**src/rtl/arm7tdmi_exception_seq.sv**
```systemverilog
// ARM7TDMI exception sequencer: latches synchronous aborts/traps, merges maskable IRQs,
// arbitrates by ARM priority and hands one registered exception entry to the core.
module arm7tdmi_exception_seq #(
  parameter int NUM_IRQ      = 8,
  parameter int ENTRY_CYCLES = 2,
  parameter int HIGH_VECTORS = 0,
  localparam int IDW         = (NUM_IRQ > 1) ? $clog2(NUM_IRQ) : 1
) (
  input  logic               i_clk,
  input  logic               i_rst,
  input  logic [NUM_IRQ-1:0] i_irq_src,
  input  logic [NUM_IRQ-1:0] i_irq_mask,
  input  logic               i_fiq,
  input  logic               i_swi,
  input  logic               i_undefined_instr,
  input  logic               i_prefetch_abort,
  input  logic               i_data_abort,
  input  logic [31:0]        i_current_cpsr,
  input  logic [31:0]        i_current_pc,
  input  logic               i_entry_ack,
  output logic               o_exc_req,
  output logic [2:0]         o_exc_type,
  output logic [31:0]        o_exc_vector,
  output logic [31:0]        o_exc_cpsr,
  output logic [31:0]        o_exc_spsr,
  output logic [31:0]        o_exc_lr,
  output logic [IDW-1:0]     o_irq_id,
  output logic               o_busy
);

  localparam logic [2:0] T_NONE = 3'd0;
  localparam logic [2:0] T_UND  = 3'd1;
  localparam logic [2:0] T_SWI  = 3'd2;
  localparam logic [2:0] T_PABT = 3'd3;
  localparam logic [2:0] T_DABT = 3'd4;
  localparam logic [2:0] T_IRQ  = 3'd5;
  localparam logic [2:0] T_FIQ  = 3'd6;

  localparam logic [31:0] VEC_BASE = (HIGH_VECTORS == 1) ? 32'hFFFF_0000 : 32'h0000_0000;
  localparam logic [3:0]  CNT_LOAD = (ENTRY_CYCLES > 0) ? 4'(ENTRY_CYCLES - 1) : 4'd0;

  typedef enum logic [1:0] {S_IDLE = 2'd0, S_REQ = 2'd1, S_ENTER = 2'd2} state_t;

  function automatic logic [4:0] mode_of(input logic [2:0] t);
    case (t)
      T_UND:          mode_of = 5'h1B;
      T_SWI:          mode_of = 5'h13;
      T_PABT, T_DABT: mode_of = 5'h17;
      T_IRQ:          mode_of = 5'h12;
      T_FIQ:          mode_of = 5'h11;
      default:        mode_of = 5'h00;
    endcase
  endfunction

  function automatic logic [31:0] vec_off(input logic [2:0] t);
    case (t)
      T_UND:   vec_off = 32'h0000_0004;
      T_SWI:   vec_off = 32'h0000_0008;
      T_PABT:  vec_off = 32'h0000_000C;
      T_DABT:  vec_off = 32'h0000_0010;
      T_IRQ:   vec_off = 32'h0000_0018;
      T_FIQ:   vec_off = 32'h0000_001C;
      default: vec_off = 32'h0000_0000;
    endcase
  endfunction

  // Entry CPSR: new mode, IRQs disabled, ARM state; FIQ entry also disables FIQ.
  function automatic logic [31:0] entry_cpsr(input logic [31:0] c, input logic [2:0] t);
    logic [31:0] n;
    n      = c;
    n[4:0] = mode_of(t);
    n[5]   = 1'b0;
    n[7]   = 1'b1;
    n[6]   = (t == T_FIQ) ? 1'b1 : c[6];
    return n;
  endfunction

  state_t           r_state, w_state_nxt;
  logic             r_pend_swi, r_pend_und, r_pend_pabt, r_pend_dabt;
  logic [3:0]       r_cnt;
  logic [2:0]       r_exc_type;
  logic [31:0]      r_exc_vector, r_exc_cpsr, r_exc_spsr, r_exc_lr;
  logic [IDW-1:0]   r_irq_id;

  logic [NUM_IRQ-1:0] w_irq_act;
  logic               w_c_swi, w_c_und, w_c_pabt, w_c_dabt, w_c_irq, w_c_fiq;
  logic [2:0]         w_sel;
  logic [IDW-1:0]     w_irq_id;
  logic               w_load, w_ack_take;

  assign w_irq_act  = i_irq_src & ~i_irq_mask;
  assign w_c_swi    = r_pend_swi  | i_swi;
  assign w_c_und    = r_pend_und  | i_undefined_instr;
  assign w_c_pabt   = r_pend_pabt | i_prefetch_abort;
  assign w_c_dabt   = r_pend_dabt | i_data_abort;
  assign w_c_irq    = (|w_irq_act) & ~i_current_cpsr[7];
  assign w_c_fiq    = i_fiq & ~i_current_cpsr[6];
  assign w_load     = (r_state == S_IDLE) && (w_sel != T_NONE);
  assign w_ack_take = (r_state == S_REQ) && i_entry_ack;

  // Priority arbitration and lowest-index active IRQ source.
  always_comb begin
    w_sel    = T_NONE;
    w_irq_id = '0;
    if (w_c_dabt)      w_sel = T_DABT;
    else if (w_c_fiq)  w_sel = T_FIQ;
    else if (w_c_irq)  w_sel = T_IRQ;
    else if (w_c_pabt) w_sel = T_PABT;
    else if (w_c_und)  w_sel = T_UND;
    else if (w_c_swi)  w_sel = T_SWI;
    else               w_sel = T_NONE;
    for (int i = NUM_IRQ - 1; i >= 0; i--) begin
      w_irq_id = w_irq_act[i] ? IDW'(i) : w_irq_id;
    end
  end

  // Next-state logic for the request/ack/stall sequence.
  always_comb begin
    w_state_nxt = r_state;
    case (r_state)
      S_IDLE: begin
        if (w_sel != T_NONE) w_state_nxt = S_REQ;
        else                 w_state_nxt = S_IDLE;
      end
      S_REQ: begin
        if (i_entry_ack) w_state_nxt = (ENTRY_CYCLES == 0) ? S_IDLE : S_ENTER;
        else             w_state_nxt = S_REQ;
      end
      S_ENTER: begin
        if (r_cnt == 4'd0) w_state_nxt = S_IDLE;
        else               w_state_nxt = S_ENTER;
      end
      default: w_state_nxt = S_IDLE;
    endcase
  end

  // State register.
  always_ff @(posedge i_clk) begin
    if (i_rst) r_state <= S_IDLE;
    else       r_state <= w_state_nxt;
  end

  // Pending latches (set wins over clear), stall counter and frozen entry outputs.
  always_ff @(posedge i_clk) begin
    if (i_rst) begin
      r_pend_swi   <= 1'b0;
      r_pend_und   <= 1'b0;
      r_pend_pabt  <= 1'b0;
      r_pend_dabt  <= 1'b0;
      r_cnt        <= 4'd0;
      r_exc_type   <= T_NONE;
      r_exc_vector <= 32'h0;
      r_exc_cpsr   <= 32'h0;
      r_exc_spsr   <= 32'h0;
      r_exc_lr     <= 32'h0;
      r_irq_id     <= '0;
    end else begin
      r_pend_swi  <= i_swi             | (r_pend_swi  & ~(w_ack_take && r_exc_type == T_SWI));
      r_pend_und  <= i_undefined_instr | (r_pend_und  & ~(w_ack_take && r_exc_type == T_UND));
      r_pend_pabt <= i_prefetch_abort  | (r_pend_pabt & ~(w_ack_take && r_exc_type == T_PABT));
      r_pend_dabt <= i_data_abort      | (r_pend_dabt & ~(w_ack_take && r_exc_type == T_DABT));
      if (w_ack_take)                              r_cnt <= CNT_LOAD;
      else if (r_state == S_ENTER && r_cnt != 4'd0) r_cnt <= r_cnt - 4'd1;
      if (w_load) begin
        r_exc_type   <= w_sel;
        r_exc_vector <= VEC_BASE | vec_off(w_sel);
        r_exc_cpsr   <= entry_cpsr(i_current_cpsr, w_sel);
        r_exc_spsr   <= i_current_cpsr;
        r_exc_lr     <= i_current_pc + ((w_sel == T_DABT) ? 32'd8 : 32'd4);
        r_irq_id     <= w_irq_id;
      end
    end
  end

  assign o_exc_req    = (r_state == S_REQ);
  assign o_busy       = (r_state != S_IDLE);
  assign o_exc_type   = r_exc_type;
  assign o_exc_vector = r_exc_vector;
  assign o_exc_cpsr   = r_exc_cpsr;
  assign o_exc_spsr   = r_exc_spsr;
  assign o_exc_lr     = r_exc_lr;
  assign o_irq_id     = r_irq_id;

endmodule

```
**config.mk**
```make
export PLATFORM = sky130hd
export DESIGN_NAME = arm7tdmi_exception_seq
export DESIGN_NICKNAME = d
export VERILOG_FILES = /design/src/rtl/arm7tdmi_exception_seq.sv
export SDC_FILE = /design/constraint.sdc
export NUM_CORES = 1
export LEC_CHECK = 0
export CAP_MARGIN = 30
export CORE_ASPECT_RATIO = 1.2
export CORE_UTILIZATION = 35
export CTS_BUF_LIST = sky130_fd_sc_hd__clkbuf_2 sky130_fd_sc_hd__clkbuf_4 sky130_fd_sc_hd__clkbuf_8
export CTS_CLUSTER_SIZE = 30
export DETAILED_ROUTE_END_ITERATION = 12
export PLACE_DENSITY = 0.78
export SLEW_MARGIN = 20
export SYNTH_ARGS = -nofsm -noshare
export SYNTH_HDL_FRONTEND = slang
export SYNTH_SLANG_ARGS = --single-unit
```
**constraint.sdc**
```tcl
create_clock -name i_clk -period 4.75 [get_ports i_clk]
set_input_delay 0.7125 -clock i_clk [delete_from_list [all_inputs] [get_ports i_clk]]
set_output_delay 0.7125 -clock i_clk [all_outputs]
set_load 0.01 [all_outputs]
```
==> results.cfg, run 1 <==
[outcome]
status = complete, no violations

[setup_path]
path_class = in -> reg
path_max_fanout = 8
start_kind = input pin
rr_startpoint = r_pend_dabt$_SDFF_PP0_
reg2reg_depth = 8
r2r_slack_ns = 2.14
critPathArrivalTime_ns = 3.38
worstSetupEndpointType = flip-flop
worstPathRequired_ns = 5.02
r2r_end = o_exc_lr[21]$_SDFFE_PP0P_

[grt]
track_usage = 0.177
grt_pass1_wl_mm = 18.6
antenna_found_initial = 0
grt_pass1_vias = 3842
grt-ovfl-total = 0
grt_max_degree = 80

[yosys]
synth_mux_area_frac = 0
synthTopCellsByArea = dfxtp_1 (40%), buf_4 (10%), nand2_1 (8.3%), a21oi_1 (6.0%), nor2_1 (5.0%)
synthesis.area_um2 = 4450
syn_inst = 538
synth-simple-area-share = 0.242
syn_area_per_cell_um2 = 8.27
synth.top_cell.area_share = 0.405
synth_xor_area_frac = 0.0610
synth_edf_count = 0
yosys_warnings = 0
synth_compound_area_frac = 0.147
yosys_register_bits = 90
synthFlopType = dfxtp_1
synthArstFlopShare = 0
synth_fa_ha_area_frac = 0.0157
synth_top_family_by_area = simple AND/OR/NAND/NOR gates
yosysUniqueCellTypes = 46
seq_area_frac_synth = 0.405
synth_top_area_cell = dfxtp_1

[die]
core_area_um2 = 12200
initial_core_util = 0.364
rows = 44
dieArea_um2 = 13200
die_x_um = 105
chipHeight_um = 126
ios = 224

[clock_tree]
clock_latency_ns = 0.36
htree_levels = 3
clockBufferDepth = 2
cts_root_buf = clkbuf_8
cts-buffers-inserted = 9
path_clk_slew_ns = 0.08
post_cts.repair.setup_buffers = 0
cts.sinks = 90
cts_tree = done
ctsHoldBuffers = 0
ctsResizeCount = 0

[pwr]
ir_drop_mv = 0.134
leakage_uw = 0.00239
pwr_density_cell_nw_per_um2 = 308

[hold_path]
hold_path_depth = 2
worstHoldStart = o_exc_vector[2]$_SDFFE_PP0P_
holdPathEnd = o_exc_vector[2]$_SDFFE_PP0P_
hp-class = reg -> reg

[finish]
final_nets = 788
diodes = 0
fin_cells = 861
final_common_cell = clkdlybuf4s50_1
layout_common_cells = clkdlybuf4s50_1 (192), nand2_1 (98), dfxtp_1 (90), nor2_1 (59), a21oi_1 (53)
areaGrowthSynthToFinish_pct = 44.6
drive_above_1_share = 0.0571

[route]
ant_nets = 0
vias = 4087
drc = 0
routed_wl_mm = 11.7
wl_per_cell_um = 13.6
via_per_inst = 4.75
drtIter0Drc = 131
first_pass_iters = 4

[sta]
rsz0062_at_grt = no
holdWs_ns = 0.456
worst_pin_slew_ns = 0.884
slew_viol_final = 0
relSlewSlack = 0.411
setup_tns_ns = 0
setup_viol = 0
finClkSkew_ns = 0.0114
hold_viol = 0
period_share = 0.654
fmax_mhz = 322
period_needed_ns = 3.11

[place]
placed_cells = 845
gp_congestion = 0.817
hpwlAfterDp_mm = 9.00
port-buffer-count = 193

[flow_run]
drv_cap = 0
-- flip-flops by register name (all words and copies together), names as in the netlist --
register	flops
o_exc_cpsr	7
o_exc_lr	32
o_exc_spsr	32
o_exc_type	3
o_exc_vector	3
o_irq_id	3
r_cnt	4
r_pend_dabt	1
r_pend_pabt	1
r_pend_swi	1
r_pend_und	1
r_state	2
-- Yosys cell counts, types with 4 or more instances --
| cell | count |
|---|---|
| buf_2 | 11 |
| ha_1 | 4 |
| buf_4 | 59 |
| xor2_1 | 14 |
| a211oi_2 | 4 |
| nand2b_1 | 10 |
| nor3_1 | 4 |
| nand2_1 | 98 |
| a21oi_1 | 53 |
| nand4_1 | 4 |
| nor2_1 | 59 |
| clkbuf_1 | 11 |
| xnor2_1 | 17 |
| dfxtp_1 | 90 |
| inv_1 | 8 |
| nor2b_1 | 7 |
| nand3_1 | 13 |
| a211oi_1 | 26 |
-- report_power, final --
| group | switching, µW | internal, µW | total [µW] | leakage (µW) |
|---|---|---|---|---|
| sequential | 44.3 | 826 | 870 | 0.000746 |
| combinational | 250 | 280 | 530 | 0.00154 |
| clock | 263 | 323 | 586 | 0.000110 |
| total | 557 | 1430 | 1990 | 0.00239 |
-- kinds of logic after synthesis --
group / count (synthesis)
flops: 90
buf+inv: 89
simple gates: 223
compound gates: 99
xor+xnor: 31
fa+ha+maj: 5
other cells: 1
-- critical path, stage by stage --
cell	delay (ns)
clkdlybuf4s50_1	0.43
nor2_1	0.44
inv_1	0.21
ha_1	0.32
a21o_1	0.14
nor4b_2	0.54
nand4_1	0.19
xor2_1	0.17
a211oi_1	0.23
-- per-layer routing --
layer  routed length, µm  track usage
met5                   0            0
met4                 218       0.0696
met3                 785       0.0443
met2                6010        0.317
met1                4670        0.199
-- final cells by class --
type | instances | area (µm²)
fill | 1153 | 5790
multi-input combinational | 388 | 2200
timing repair buffer | 198 | 1980
sequential | 90 | 1800
tap | 161 | 201
clock buffer | 12 | 153
clock inverter | 4 | 75.1
inverter | 8 | 30.0
-- how the worst max path moves through the flow --
| stage | startpoint | to | slack [ns] |
|---|---|---|---|
| finish | i_data_abort | o_exc_lr[21]$_SDFFE_PP0P_ | 1.64 |
| global route | i_data_abort | o_exc_lr[18]$_SDFFE_PP0P_ | 1.31 |
| CTS | i_data_abort | o_exc_lr[21]$_SDFFE_PP0P_ | 1.65 |
| detailed placement | i_data_abort | o_exc_lr[21]$_SDFFE_PP0P_ | 1.26 |
| global placement | i_data_abort | o_exc_lr[21]$_SDFFE_PP0P_ | 1.38 |
| floorplan | i_data_abort | o_exc_lr[31]$_SDFFE_PP0P_ | 2.14 |
-- through the flow --
step           cell area, µm²  total power (µW)  utilization  setup WS (ns)
2_1_floorplan            4560              1170            -           2.14
3_3_place_gp             6210              1410        0.508           1.38
3_5_place_dp             6210              1420        0.508           1.26
4_1_cts                  6440              2010        0.527           1.65
5_1_grt                  6440              2090        0.527           1.31
6_report                 6440              1990        0.527           1.64
(Power assumes the default switching activity.)
==> run 2, diff against run 1 <==
==> constraint.sdc (replaced) <==
create_clock -name i_clk -period 3.2 [get_ports i_clk]
set_input_delay 0.48 -clock i_clk [delete_from_list [all_inputs] [get_ports i_clk]]
set_output_delay 0.48 -clock i_clk [all_outputs]
set_load 0.01 [all_outputs]
==> results.cfg, run 2 (synthesis gave the netlist of run 1 again) <==
[outcome]
status = complete, no violations

[sta]
finClkSkew_ns = 0.0114
hold_viol = 0
slew_viol_final = 0
fmax_mhz = 389
setup_viol = 0
worst_pin_slew_ns = 0.670
setup_tns_ns = 0
holdWs_ns = 0.456
period_needed_ns = 2.57
period_share = 0.804
rsz0062_at_grt = no
relSlewSlack = 0.551

[grt]
grt_pass1_wl_mm = 18.7
grt_max_degree = 79
track_usage = 0.177
grt_pass1_vias = 3881
antenna_found_initial = 0
grt-ovfl-total = 0

[setup_path]
critPathArrivalTime_ns = 2.86
path_class = in -> reg
worstSetupEndpointType = flip-flop
cpPeakStageDelay_ns = 0.44
cpMaxStageDelayCell = or3_1
rr_startpoint = r_pend_dabt$_SDFF_PP0_
path_cells = clkdlybuf4s50_1 > nor2_1 > inv_1 > ha_1 > a21o_1 > nand2_1 > or3_1 > nor4_4 > xnor2_1 > a211oi_2
critPathLaunch = i_data_abort
worstPathRequired_ns = 3.49
path_max_fanout = 4
start_kind = input pin

[route]
routed_wl_mm = 11.8
ant_nets = 0
wl_met1_mm = 4.87
drtIter0Drc = 135
wl_met2_mm = 5.93
via_per_inst = 4.74
wl_met3_um = 810
drc = 0
wl_per_cell_um = 13.6
vias = 4099
top_layer = met4
first_pass_iters = 4

[hold_path]
hp-class = reg -> reg
worstHoldStart = o_exc_spsr[2]$_SDFFE_PP0P_

[place]
gp_congestion = 0.773
port-buffer-count = 193
hpwlAfterDp_mm = 8.92

[finish]
layout_common_cells = clkdlybuf4s50_1 (192), nand2_1 (98), dfxtp_1 (90), nor2_1 (59), a21oi_1 (53)
diodes = 0
final_common_cell = clkdlybuf4s50_1
final_nets = 792
drive_above_1_share = 0.0625
areaGrowthSynthToFinish_pct = 45.3

[clock_tree]
post_cts.repair.setup_buffers = 0
clock_latency_ns = 0.37
htree_levels = 3
cts.sinks = 90
ctsResizeCount = 0
clockBufferDepth = 2
cts-buffers-inserted = 9
ctsHoldBuffers = 0
path_clk_slew_ns = 0.09
cts_root_buf = clkbuf_8
cts_tree = done

[die]
dieArea_um2 = 13200
initial_core_util = 0.364
chipHeight_um = 126
core_area_um2 = 12200
rows = 44
ios = 224
die_x_um = 105

[flow_run]
drv_cap = 0

[pwr]
leakage_uw = 0.00241
pwr_density_cell_nw_per_um2 = 459
ir_drop_mv = 0.172
==> run 2: cell types whose count changed in the layout (fill, tap and decap cells not counted) <==
cell	before	now
buf_4	4	8
==> run 2: final timing paths <==
| path | cells after the start | slack [ns] | to |
|---|---|---|---|
| worst min-delay path | 2 | 0.46 | o_exc_spsr[2]$_SDFFE_PP0P_ |
| worst min register to register | 2 | 0.46 | o_exc_spsr[2]$_SDFFE_PP0P_ |
| worst max-delay path | 10 | 0.63 | o_exc_lr[31]$_SDFFE_PP0P_ |
| worst max register to register | 9 | 0.88 | o_exc_lr[31]$_SDFFE_PP0P_ |
==> run 2: worst max-delay path, delay by kind of cell <==
family	cells	cell delay, ns
fa+ha+maj	1	0.30
simple gates	4	1.01
compound gates	2	0.37
buf+inv	2	0.59
xor+xnor	1	0.10
==> run 2: per-stage QoR <==
stage | util | cell area [µm²] | instances | setup slack (ns) | total power, µW
2_1_floorplan | - | 4560 | 567 | 0.821 | 1730
3_3_place_gp | 0.510 | 6240 | 849 | 0.327 | 2100
3_5_place_dp | 0.510 | 6240 | 849 | 0.248 | 2120
4_1_cts | 0.529 | 6470 | 865 | 0.625 | 3000
5_1_grt | 0.529 | 6470 | 865 | 0.358 | 3120
6_report | 0.529 | 6470 | 865 | 0.627 | 2970
==> run 2: cell type report <==
cell class | count | area [µm²]
Clock buffer | 12 | 153
Sequential cell | 90 | 1800
Timing Repair Buffer | 202 | 2010
Inverter | 8 | 30.0
Multi-Input combinational cell | 388 | 2200
Fill cell | 1130 | 5760
Tap cell | 161 | 201
Clock inverter | 4 | 75.1
==> run 2: power by group <==
| part | switching (µW) | internal [µW] |
|---|---|---|
| logic | 377 | 418 |
| clock network | 403 | 479 |
| registers | 65.5 | 1230 |
| total | 845 | 2120 |
==> run 2: routing by layer <==
metal / global-route usage / up-vias
li1: - / 2051
met1: 0.194 / 1891
met2: 0.322 / 145
met3: 0.0464 / 12
met4: 0.0696 / 0
met5: 0 / -
==> run 3, diff against run 2 <==
==> constraint.sdc (replaced) <==
create_clock -name i_clk -period 2.45 [get_ports i_clk]
set_input_delay 0.3675 -clock i_clk [delete_from_list [all_inputs] [get_ports i_clk]]
set_output_delay 0.3675 -clock i_clk [all_outputs]
set_load 0.01 [all_outputs]
==> results.cfg, run 3 (synthesis gave the netlist of run 1 again) <==
[die]
core_area_um2 = 12200
chipHeight_um = 126
ios = 224
dieArea_um2 = 13200
rows = 44
initial_core_util = 0.364
die_x_um = 105

[route]
via_per_inst = 4.76
first_pass_iters = 4
drtIter0Drc = 133
routed_wl_mm = 12.1
drc = 0
wl_per_cell_um = 13.6
ant_nets = 0
vias = 4227

[sta]
fmax_mhz = 441
rsz0062_at_grt = no
period_share = 0.925
period_needed_ns = 2.27
slew_viol_final = 0
hold_viol = 0
setup_viol = 0
finClkSkew_ns = 0.00894

[setup_path]
path_class = in -> reg
critPathLaunch = i_data_abort
worstPathRequired_ns = 2.71
rr_startpoint = r_pend_dabt$_SDFF_PP0_
start_kind = input pin
critPathArrivalTime_ns = 2.52
path_max_fanout = 5
worstSetupEndpointType = flip-flop

[grt]
grt_pass1_vias = 4182
grt_max_degree = 38
grt-ovfl-total = 0
track_usage = 0.181
grt_pass1_wl_mm = 19.2
antenna_found_initial = 0

[finish]
fin_util = 0.541
fin_area_um2 = 6620
drive_above_1_share = 0.0949
final_nets = 817
diodes = 0
fillers = 1154
layout_common_cells = clkdlybuf4s50_1 (192), nand2_1 (98), dfxtp_1 (90), nor2_1 (58), a21oi_1 (53)
areaGrowthSynthToFinish_pct = 48.6
final_common_cell = clkdlybuf4s50_1

[pwr]
leakage_uw = 0.00252
pwr_density_cell_nw_per_um2 = 565
ir_drop_mv = 0.324

[clock_tree]
htree_levels = 3
clockBufferDepth = 2
cts_tree = done
cts-buffers-inserted = 9
ctsHoldBuffers = 0
cts_root_buf = clkbuf_8
cts.sinks = 90
clock_latency_ns = 0.35
path_clk_slew_ns = 0.08

[outcome]
status = complete, no violations

[hold_path]
worstHoldStart = o_exc_vector[3]$_SDFFE_PP0P_
hp-class = reg -> reg

[place]
gp_congestion = 0.797
hpwlAfterDp_mm = 9.64
dpl_cell_area_um2 = 6430
port-buffer-count = 193

[flow_run]
drv_cap = 0
-- run 3: power by group --
part	switching [µW]	internal (µW)	leakage [µW]
combinational	500	581	0.00168
sequential	87.1	1600	0.000746
clock	487	482	0.0000921
total	1070	2660	0.00252
-- run 3: routing by layer --
layer	wire (µm)	track usage	vias to the layer above	part of all wire
met4	150	0.0505	0	0.012
met2	6330	0.347	147	0.52
li1	-	-	2108	-
met1	4780	0.189	1960	0.39
met3	851	0.0537	12	0.070
met5	0	0	-	0
-- run 3: path summary, 6_finish.rpt --
| path | cells after the start | slack, ns | end |
|---|---|---|---|
| setup reg to reg | 10 | 0.36 | o_exc_lr[14]$_SDFFE_PP0P_ |
| hold / removal | 2 | 0.46 | o_exc_vector[3]$_SDFFE_PP0P_ |
| hold reg to reg | 2 | 0.46 | o_exc_vector[3]$_SDFFE_PP0P_ |
| setup / recovery | 11 | 0.18 | o_exc_lr[14]$_SDFFE_PP0P_ |
-- run 3: metrics by stage --
step	setup WS, ns	hold slack (ns)	TNS [ns]	std cells	power [µW]
floorplan	0.183	0.452	0	567	2260
global placement	-0.174	0.440	-1.69	874	2780
global route	0.0773	0.487	0	888	3940
finish	0.183	0.458	0	888	3740
detailed placement	-0.234	0.449	-2.82	874	2810
CTS	0.124	0.461	0	888	3780
-- run 3: layout make-up --
type | instances | area [µm²] | share of cell area
well taps | 161 | 201 | 0.0305
multi-input cells | 388 | 2210 | 0.333
clock buffers | 11 | 139 | 0.0210
repair buffers | 227 | 2190 | 0.332
inverters | 8 | 30.0 | 0.00454
flip-flops and latches | 90 | 1800 | 0.272
clock inverters | 3 | 42.5 | 0.00643
-- run 3: critical path, cell delays in order --
cell and delay (ns):
clkdlybuf4s50_1 0.50, nor2_2 0.07, buf_4 0.13, ha_1 0.20, fa_1 0.41, nand4_2 0.12, nor2_1 0.05, buf_4 0.14
and3_1 0.18, xnor2_1 0.12, a211oi_1 0.23
-- run 3: repair_timing --
item,4_1_cts,5_1_grt
gates resized for setup,0,2
setup endpoints to repair,0,4
buffers inserted,0,0
endpoints found under the hold margin,0,0
